$ cat config.mk
export PLATFORM = sky130hd
export DESIGN_NAME = rs_issue_sched
export DESIGN_NICKNAME = d
export VERILOG_FILES = /design/src/rtl/data_structures.sv /design/src/rtl/rs_oldest_picker.sv /design/src/rtl/rs_issue_sched.sv
export SDC_FILE = /design/constraint.sdc
export NUM_CORES = 2
export LEC_CHECK = 0
export CORE_AREA = 4 4 403 405
export CTS_CLUSTER_DIAMETER = 120
export DETAILED_ROUTE_END_ITERATION = 10
export DIE_AREA = 0 0 407 409
export MAX_ROUTING_LAYER = met4
export SYNTH_ARGS = -nofsm -noshare
export SYNTH_HDL_FRONTEND = slang
export SYNTH_HIERARCHICAL = 1
export SYNTH_SLANG_ARGS = --single-unit
export TNS_END_PERCENT = 20
$ cat constraint.sdc
create_clock -name clk_in -period 14 [get_ports clk_in]
set_input_delay 2.1 -clock clk_in [delete_from_list [all_inputs] [get_ports clk_in]]
set_output_delay 2.1 -clock clk_in [all_outputs]
set_load 0.03 [all_outputs]
$ cat src/rtl/data_structures.sv
// Shared types and sizing for the out-of-order core: RS/ROB geometry, operand and entry records,
// and the CDB snoop rule every operand holder applies.
package data_structures;

  localparam int RS_SIZE      = 8;
  localparam int ROB_SIZE     = 32;
  localparam int ROB_IDX_SIZE = $clog2(ROB_SIZE);
  localparam int GPR_SIZE     = 64;
  localparam int OCC_W        = $clog2(RS_SIZE + 1);

  typedef logic [ROB_IDX_SIZE-1:0] rob_idx_t;
  typedef logic [GPR_SIZE-1:0]     gpr_t;

  // Operand: when !valid, rob_index names the producer still in flight.
  typedef struct packed {
    logic     valid;
    rob_idx_t rob_index;
    gpr_t     value;
  } rs_op;

  typedef struct packed {
    rs_op     op1;
    rs_op     op2;
    rob_idx_t dst_rob;
  } rs_entry;

  typedef struct packed {
    gpr_t     val_a;
    gpr_t     val_b;
    rob_idx_t dst_rob;
  } issue_pkt_t;

  // A waiting operand whose producer tag is on the CDB becomes valid; valid operands never change.
  function automatic rs_op cdb_snoop(input rs_op op, input logic cdb_valid,
                                     input rob_idx_t cdb_tag, input gpr_t cdb_value);
    cdb_snoop = op;
    if (cdb_valid && !op.valid && (op.rob_index == cdb_tag)) begin
      cdb_snoop.valid = 1'b1;
      cdb_snoop.value = cdb_value;
    end
  endfunction

endpackage

$ cat src/rtl/rs_oldest_picker.sv
// Age-matrix oldest-ready picker. older[i][j]=1 means entry j is older than entry i;
// the diagonal is always zero. Returns a one-hot grant of the oldest ready entry.
module rs_oldest_picker
  import data_structures::*;
#(
  parameter int N = RS_SIZE
) (
  input  logic [N-1:0]        ready,
  input  logic [N-1:0][N-1:0] older,
  output logic [N-1:0]        grant,
  output logic                any_ready
);

  always_comb begin
    grant = '0;
    for (int i = 0; i < N; i++) begin
      grant[i] = ready[i] & ~|(ready & older[i]);
    end
  end

  assign any_ready = |ready;

endmodule

$ cat src/rtl/rs_issue_sched.sv
// Single-bank reservation station: allocates from dispatch, wakes operands from the CDB and
// moves the oldest ready entry into a registered issue slot drained by a valid/ready handshake.
module rs_issue_sched
  import data_structures::*;
(
  input  logic                    clk_in,
  input  logic                    rst,
  input  logic                    flush,
  input  logic                    alloc_valid,
  output logic                    alloc_ready,
  input  rs_op                    alloc_op1,
  input  rs_op                    alloc_op2,
  input  logic [ROB_IDX_SIZE-1:0] alloc_dst_rob,
  input  logic                    cdb_valid,
  input  logic [ROB_IDX_SIZE-1:0] cdb_rob_index,
  input  logic [GPR_SIZE-1:0]     cdb_value,
  output logic                    issue_valid,
  input  logic                    issue_ready,
  output logic [GPR_SIZE-1:0]     issue_val_a,
  output logic [GPR_SIZE-1:0]     issue_val_b,
  output logic [ROB_IDX_SIZE-1:0] issue_dst_rob,
  output logic [OCC_W-1:0]        occupancy
);

  logic [RS_SIZE-1:0]              entry_valid;
  rs_entry                         entries [RS_SIZE];
  logic [RS_SIZE-1:0][RS_SIZE-1:0] older;
  issue_pkt_t                      issue_pkt;

  logic [RS_SIZE-1:0] ready, grant, free_vec, alloc_sel;
  logic               any_ready, alloc_fire, load_fire;
  issue_pkt_t         picked;

  // Free-slot choice uses registered validity, so an entry issued this edge is reused next cycle.
  assign free_vec    = ~entry_valid;
  assign alloc_sel   = free_vec & (~free_vec + RS_SIZE'(1));
  assign alloc_ready = |free_vec;
  assign alloc_fire  = alloc_valid & alloc_ready & ~flush;

  always_comb begin
    ready = '0;
    for (int i = 0; i < RS_SIZE; i++) begin
      ready[i] = entry_valid[i] & entries[i].op1.valid & entries[i].op2.valid;
    end
  end

  rs_oldest_picker #(.N(RS_SIZE)) u_picker (
    .ready     (ready),
    .older     (older),
    .grant     (grant),
    .any_ready (any_ready)
  );

  always_comb begin
    picked = '0;
    for (int i = 0; i < RS_SIZE; i++) begin
      if (grant[i]) begin
        picked = '{val_a: entries[i].op1.value, val_b: entries[i].op2.value,
                   dst_rob: entries[i].dst_rob};
      end
    end
  end

  assign load_fire = any_ready & (~issue_valid | issue_ready) & ~flush;

  always_ff @(posedge clk_in or posedge rst) begin
    if (rst) begin
      entry_valid <= '0;
    end else if (flush) begin
      entry_valid <= '0;
    end else begin
      entry_valid <= (entry_valid & ~(load_fire ? grant : '0)) | (alloc_fire ? alloc_sel : '0);
    end
  end

  // NOTE: payload storage is deliberately not reset; entry_valid alone decides whether it is used.
  always_ff @(posedge clk_in) begin
    for (int i = 0; i < RS_SIZE; i++) begin
      if (alloc_fire && alloc_sel[i]) begin
        entries[i].op1     <= cdb_snoop(alloc_op1, cdb_valid, cdb_rob_index, cdb_value);
        entries[i].op2     <= cdb_snoop(alloc_op2, cdb_valid, cdb_rob_index, cdb_value);
        entries[i].dst_rob <= alloc_dst_rob;
      end else begin
        entries[i].op1 <= cdb_snoop(entries[i].op1, cdb_valid, cdb_rob_index, cdb_value);
        entries[i].op2 <= cdb_snoop(entries[i].op2, cdb_valid, cdb_rob_index, cdb_value);
      end
    end
  end

  // New entry: every other entry becomes older than it (row set), it is older than none (column cleared).
  always_ff @(posedge clk_in or posedge rst) begin
    if (rst) begin
      older <= '0;
    end else if (alloc_fire) begin
      for (int i = 0; i < RS_SIZE; i++) begin
        for (int j = 0; j < RS_SIZE; j++) begin
          if (alloc_sel[i])      older[i][j] <= (i != j);
          else if (alloc_sel[j]) older[i][j] <= 1'b0;
        end
      end
    end
  end

  always_ff @(posedge clk_in or posedge rst) begin
    if (rst) begin
      issue_valid <= 1'b0;
      issue_pkt   <= '0;
    end else if (flush) begin
      issue_valid <= 1'b0;
    end else if (load_fire) begin
      issue_valid <= 1'b1;
      issue_pkt   <= picked;
    end else if (issue_ready) begin
      issue_valid <= 1'b0;
    end
  end

  always_ff @(posedge clk_in or posedge rst) begin
    if (rst)        occupancy <= '0;
    else if (flush) occupancy <= '0;
    else            occupancy <= occupancy + OCC_W'(alloc_fire) - OCC_W'(load_fire);
  end

  assign issue_val_a   = issue_pkt.val_a;
  assign issue_val_b   = issue_pkt.val_b;
  assign issue_dst_rob = issue_pkt.dst_rob;

endmodule
==> results.txt <==
----------------------------------------------------
[Synth]
  Top area cells in the synthesized netlist ... sky130_fd_sc_hd__edfxtp_1, sky130_fd_sc_hd__mux2_2, sky130_fd_sc_hd__dfrtp_1
  Post-Synthesis Cells ... 4743
  Mapped Avg Cell Area ... 14.0 um^2
  Count of distinct cell types in the synthesized netlist ... 55
  Top flip-flop cell by instance count after synthesis ... sky130_fd_sc_hd__edfxtp_1
  Synthesis warning total ... 6
  Post-synthesis instance area ... 66400 um^2
  Post-synthesis async set-or-reset flop share ... 14.8%
  Biggest area consumer among synthesized cells ... sky130_fd_sc_hd__edfxtp_1
  Proportion of synthesized chip area in sequential cells ... 59.8%
  Number of enable-type register cells in the synthesized netlist ... 1144
  Synth top area share ... 51.7%
  Synth Register Bits ... 1362

[Floorplan]
  Effective utilization at floorplan ... 41.9%
  Die width ... 407 um
  Total Die Area ... 166000 um^2
  Die Y-Extent ... 409 um
  Placeable core region ... 158000 um^2
  Ports ... 359
  Row count ... 146

[Drt]
  Routed met2 length ... 103 mm
  Total iterations of the first detailed-routing run ... 5
  Sum of routed wire length over all layers ... 211 mm
  DR DRC count ... 0
  Routed Antenna Nets ... 0
  Violation count after the first detailed-routing iteration ... 4105
  Uppermost layer routed ... met4
  Routed length per placed instance ... 29.5 um
  Met3 wire length ... 13.2 mm
  Per-cell via count in the routed design ... 6.07
  Met1 Wirelength ... 89.2 mm
  Total via count after detailed routing ... 43360

[Clock tree]
  Clock buffers created by TritonCTS ... 153
  H-tree lvl count ... 4
  Count of cells resized by post-cts repair ... 0
  Post-CTS Setup Bufs ... 0
  CTS tree ... built
  CTS Sinks ... 1362
  Clock-pin transition on the worst setup and hold timing paths ... 0.06 ns
  Number of buffers inserted for hold repair after clock tree synthesis ... 0
  Number of buffers between clock root and the deepest sink ... 3
  Clock tree root driver cell ... sky130_fd_sc_hd__clkbuf_16
  Clock latency reported for the late side of the worst-skew pair ... 0.79 ns

[Global routing]
  Global-route wire length before repair ... 306 mm
  Total GRT Usage ... 25.6%
  Leftover overflow at the end of global routing ... 0
  Vias in the first global route ... 43880
  Pin count of the biggest net entering global routing ... 191
  Number of antenna violations at the first check in global routing ... 37

[Cells and area]
  Sequential cell area ... 39700 um^2
  Fill cell count ... 13918
  Final std cells w/o fill ... 7146
  Commonest non-fill, non-tap cells in the layout ... sky130_fd_sc_hd__edfxtp_1, sky130_fd_sc_hd__mux2_2, sky130_fd_sc_hd__clkdlybuf4s50_1
  Post-layout utilization of the core ... 48.4%
  Layout cell share with drive strength beyond 1 ... 26.7%
  Footprint of the multi-input gates ... 25000 um^2
  Net total in the final layout ... 5150
  Leading cell type in the layout, fill and taps excluded ... sky130_fd_sc_hd__edfxtp_1
  Area Growth Syn to Fin ... 15.3%

[Setup path]
  CP Data Arrival Time ... 6.07 ns
  Category of cells accounting for the largest share of critical-path delay ... buffers and inverters
  Required time worst endpoint ... 14.54 ns
  Largest stage delay on the critical path ... 0.89 ns
  Category of the worst setup path launch point ... primary input
  Number of cells traversed by the worst register-to-register path ... 10
  Endpoint type of the worst setup path ... flop
  Bufs and invs on worst path ... 2
  Logic depth of the worst path, buffers included ... 6
  Setup slack of the worst register-to-register path ... 8.93 ns
  Cell Chain, Critical Path ... clkdlybuf4s50_1 > nand3b_4 > or4_1 > a31oi_4 > buf_4 > mux2_2
  Top fanout value on the critical path ... 46
  Slowest cell on the critical path ... sky130_fd_sc_hd__or4_1
  Class of the most critical setup path ... primary input to flop

[Placement]
  Placed cell count ... 6842
  DP Worst Slack ... 7.67 ns
  DP HPWL ... 120 mm
  Port-buffer cells ... 358
  Routability congestion estimate ... 0.802

[Timing]
  Transition time of the tightest slew-check pin ... 1.30 ns
  Post-route setup TNS ... 0 ns
  RSZ-0062 raised after global routing ... no
  Shortest clock period the worst path allows after layout ... 5.53 ns
  Max Transition Viols Final ... 0
  Remaining max-slew budget at the tightest pin ... 13.5%
  Fin crit share ... 39.5%
  Final count of hold timing violations ... 0
  Smallest setup slack after layout ... 8.47 ns
  Setup-violating endpoint count in the final report ... 0
  Final clock skew ... 0.0345 ns
  Peak Freq ... 181 MHz

[Power and ir drop]
  Power density cells ... 125 nW/um^2
  Max IR drop VDD ... 158 uV
  Leak pwr ... 25.5 nW

[Worst hold path]
  Hold Path Cell Cnt ... 2
  Worst min path class ... flop to flop

[Job]
  Maxcap violations ... 0

[Status]
  Status ... completed

----------------------------------------------------
stage by stage:
stage               area (um^2)  total power [mW]  hold slack (ns)
global route              76600              9.84            0.495
detailed placement        71800              5.75            0.464
finish                    76600              9.54            0.475
floorplan                 66400              5.28            0.447
global placement          71800              5.73            0.460
CTS                       76500              9.61            0.478
Yosys cell counts, drive strengths merged (23+ instances only):
master,number
nor3,133
nand2,126
a221o,132
o31ai,138
a21oi,279
o221ai,138
buf,138
a22oi,35
nor2,47
xnor2,23
clkbuf,294
a22o,132
mux2i,133
xor2,52
o21ai,146
nor2b,276
mux2,1024
inv,25
edfxtp,1144
dfrtp,202
power by group:
| part | switching (mW) | internal, mW |
|---|---|---|
| clock | 1.68 | 2.19 |
| sequential | 0.100 | 4.56 |
| combinational | 0.582 | 0.421 |
cell type report:
| type | instances | share of cell area [%] |
|---|---|---|
| diodes | 21 | 0.0686 |
| clock buffers | 227 | 5.66 |
| clock inverters | 56 | 0.580 |
| inverters | 27 | 0.175 |
| multi-input cells | 2929 | 32.6 |
| flip-flops and latches | 1362 | 51.9 |
| well taps | 2072 | 3.38 |
| repair buffers | 452 | 5.66 |
worst min-delay path: cells and delay by family (launching register included):
| family | cells | cell delay (ns) |
|---|---|---|
| flip-flops | 1 | 0.34 |
| AND/OR/NAND/NOR | 2 | 0.10 |
registers in the layout, indices dropped and copies added (netlist names):
register       count
older             56
occupancy          4
issue_valid        1
entries         1160
entry_valid        8
issue_val_b       64
issue_dst_rob      5
issue_val_a       64
logic make-up (layout without fill, tap and decap cells):
family	after synthesis	in the layout	synth area share (%)
flip-flops	1362	1362	59.8
AND/OR/NAND/NOR	654	654	5.30
other	1	29	0.00565
buffers and inverters	459	762	3.10
multiplexers	1157	1157	19.4
adder cells (fa/ha/maj)	5	5	0.106
XOR/XNOR	75	75	0.989
AO/OA/AOI/OAI	1030	1030	11.3
layer usage:
layer / vias up / global-route usage, %
met5: - / -
met4: 0 / 6.50
met3: 353 / 3.98
met2: 1489 / 42.1
met1: 22574 / 33.1
li1: 18944 / -
final timing paths:
kind                                 from              end
max                                 flush  entries[1][556]
min                             older[50]        older[50]
max reg2reg                entry_valid[5]  issue_val_b[52]
min reg2reg                     older[50]        older[50]
max in group asynchronous             rst  issue_val_b[43]
min in group asynchronous             rst   issue_val_b[3]
(Power assumes the default switching activity.)
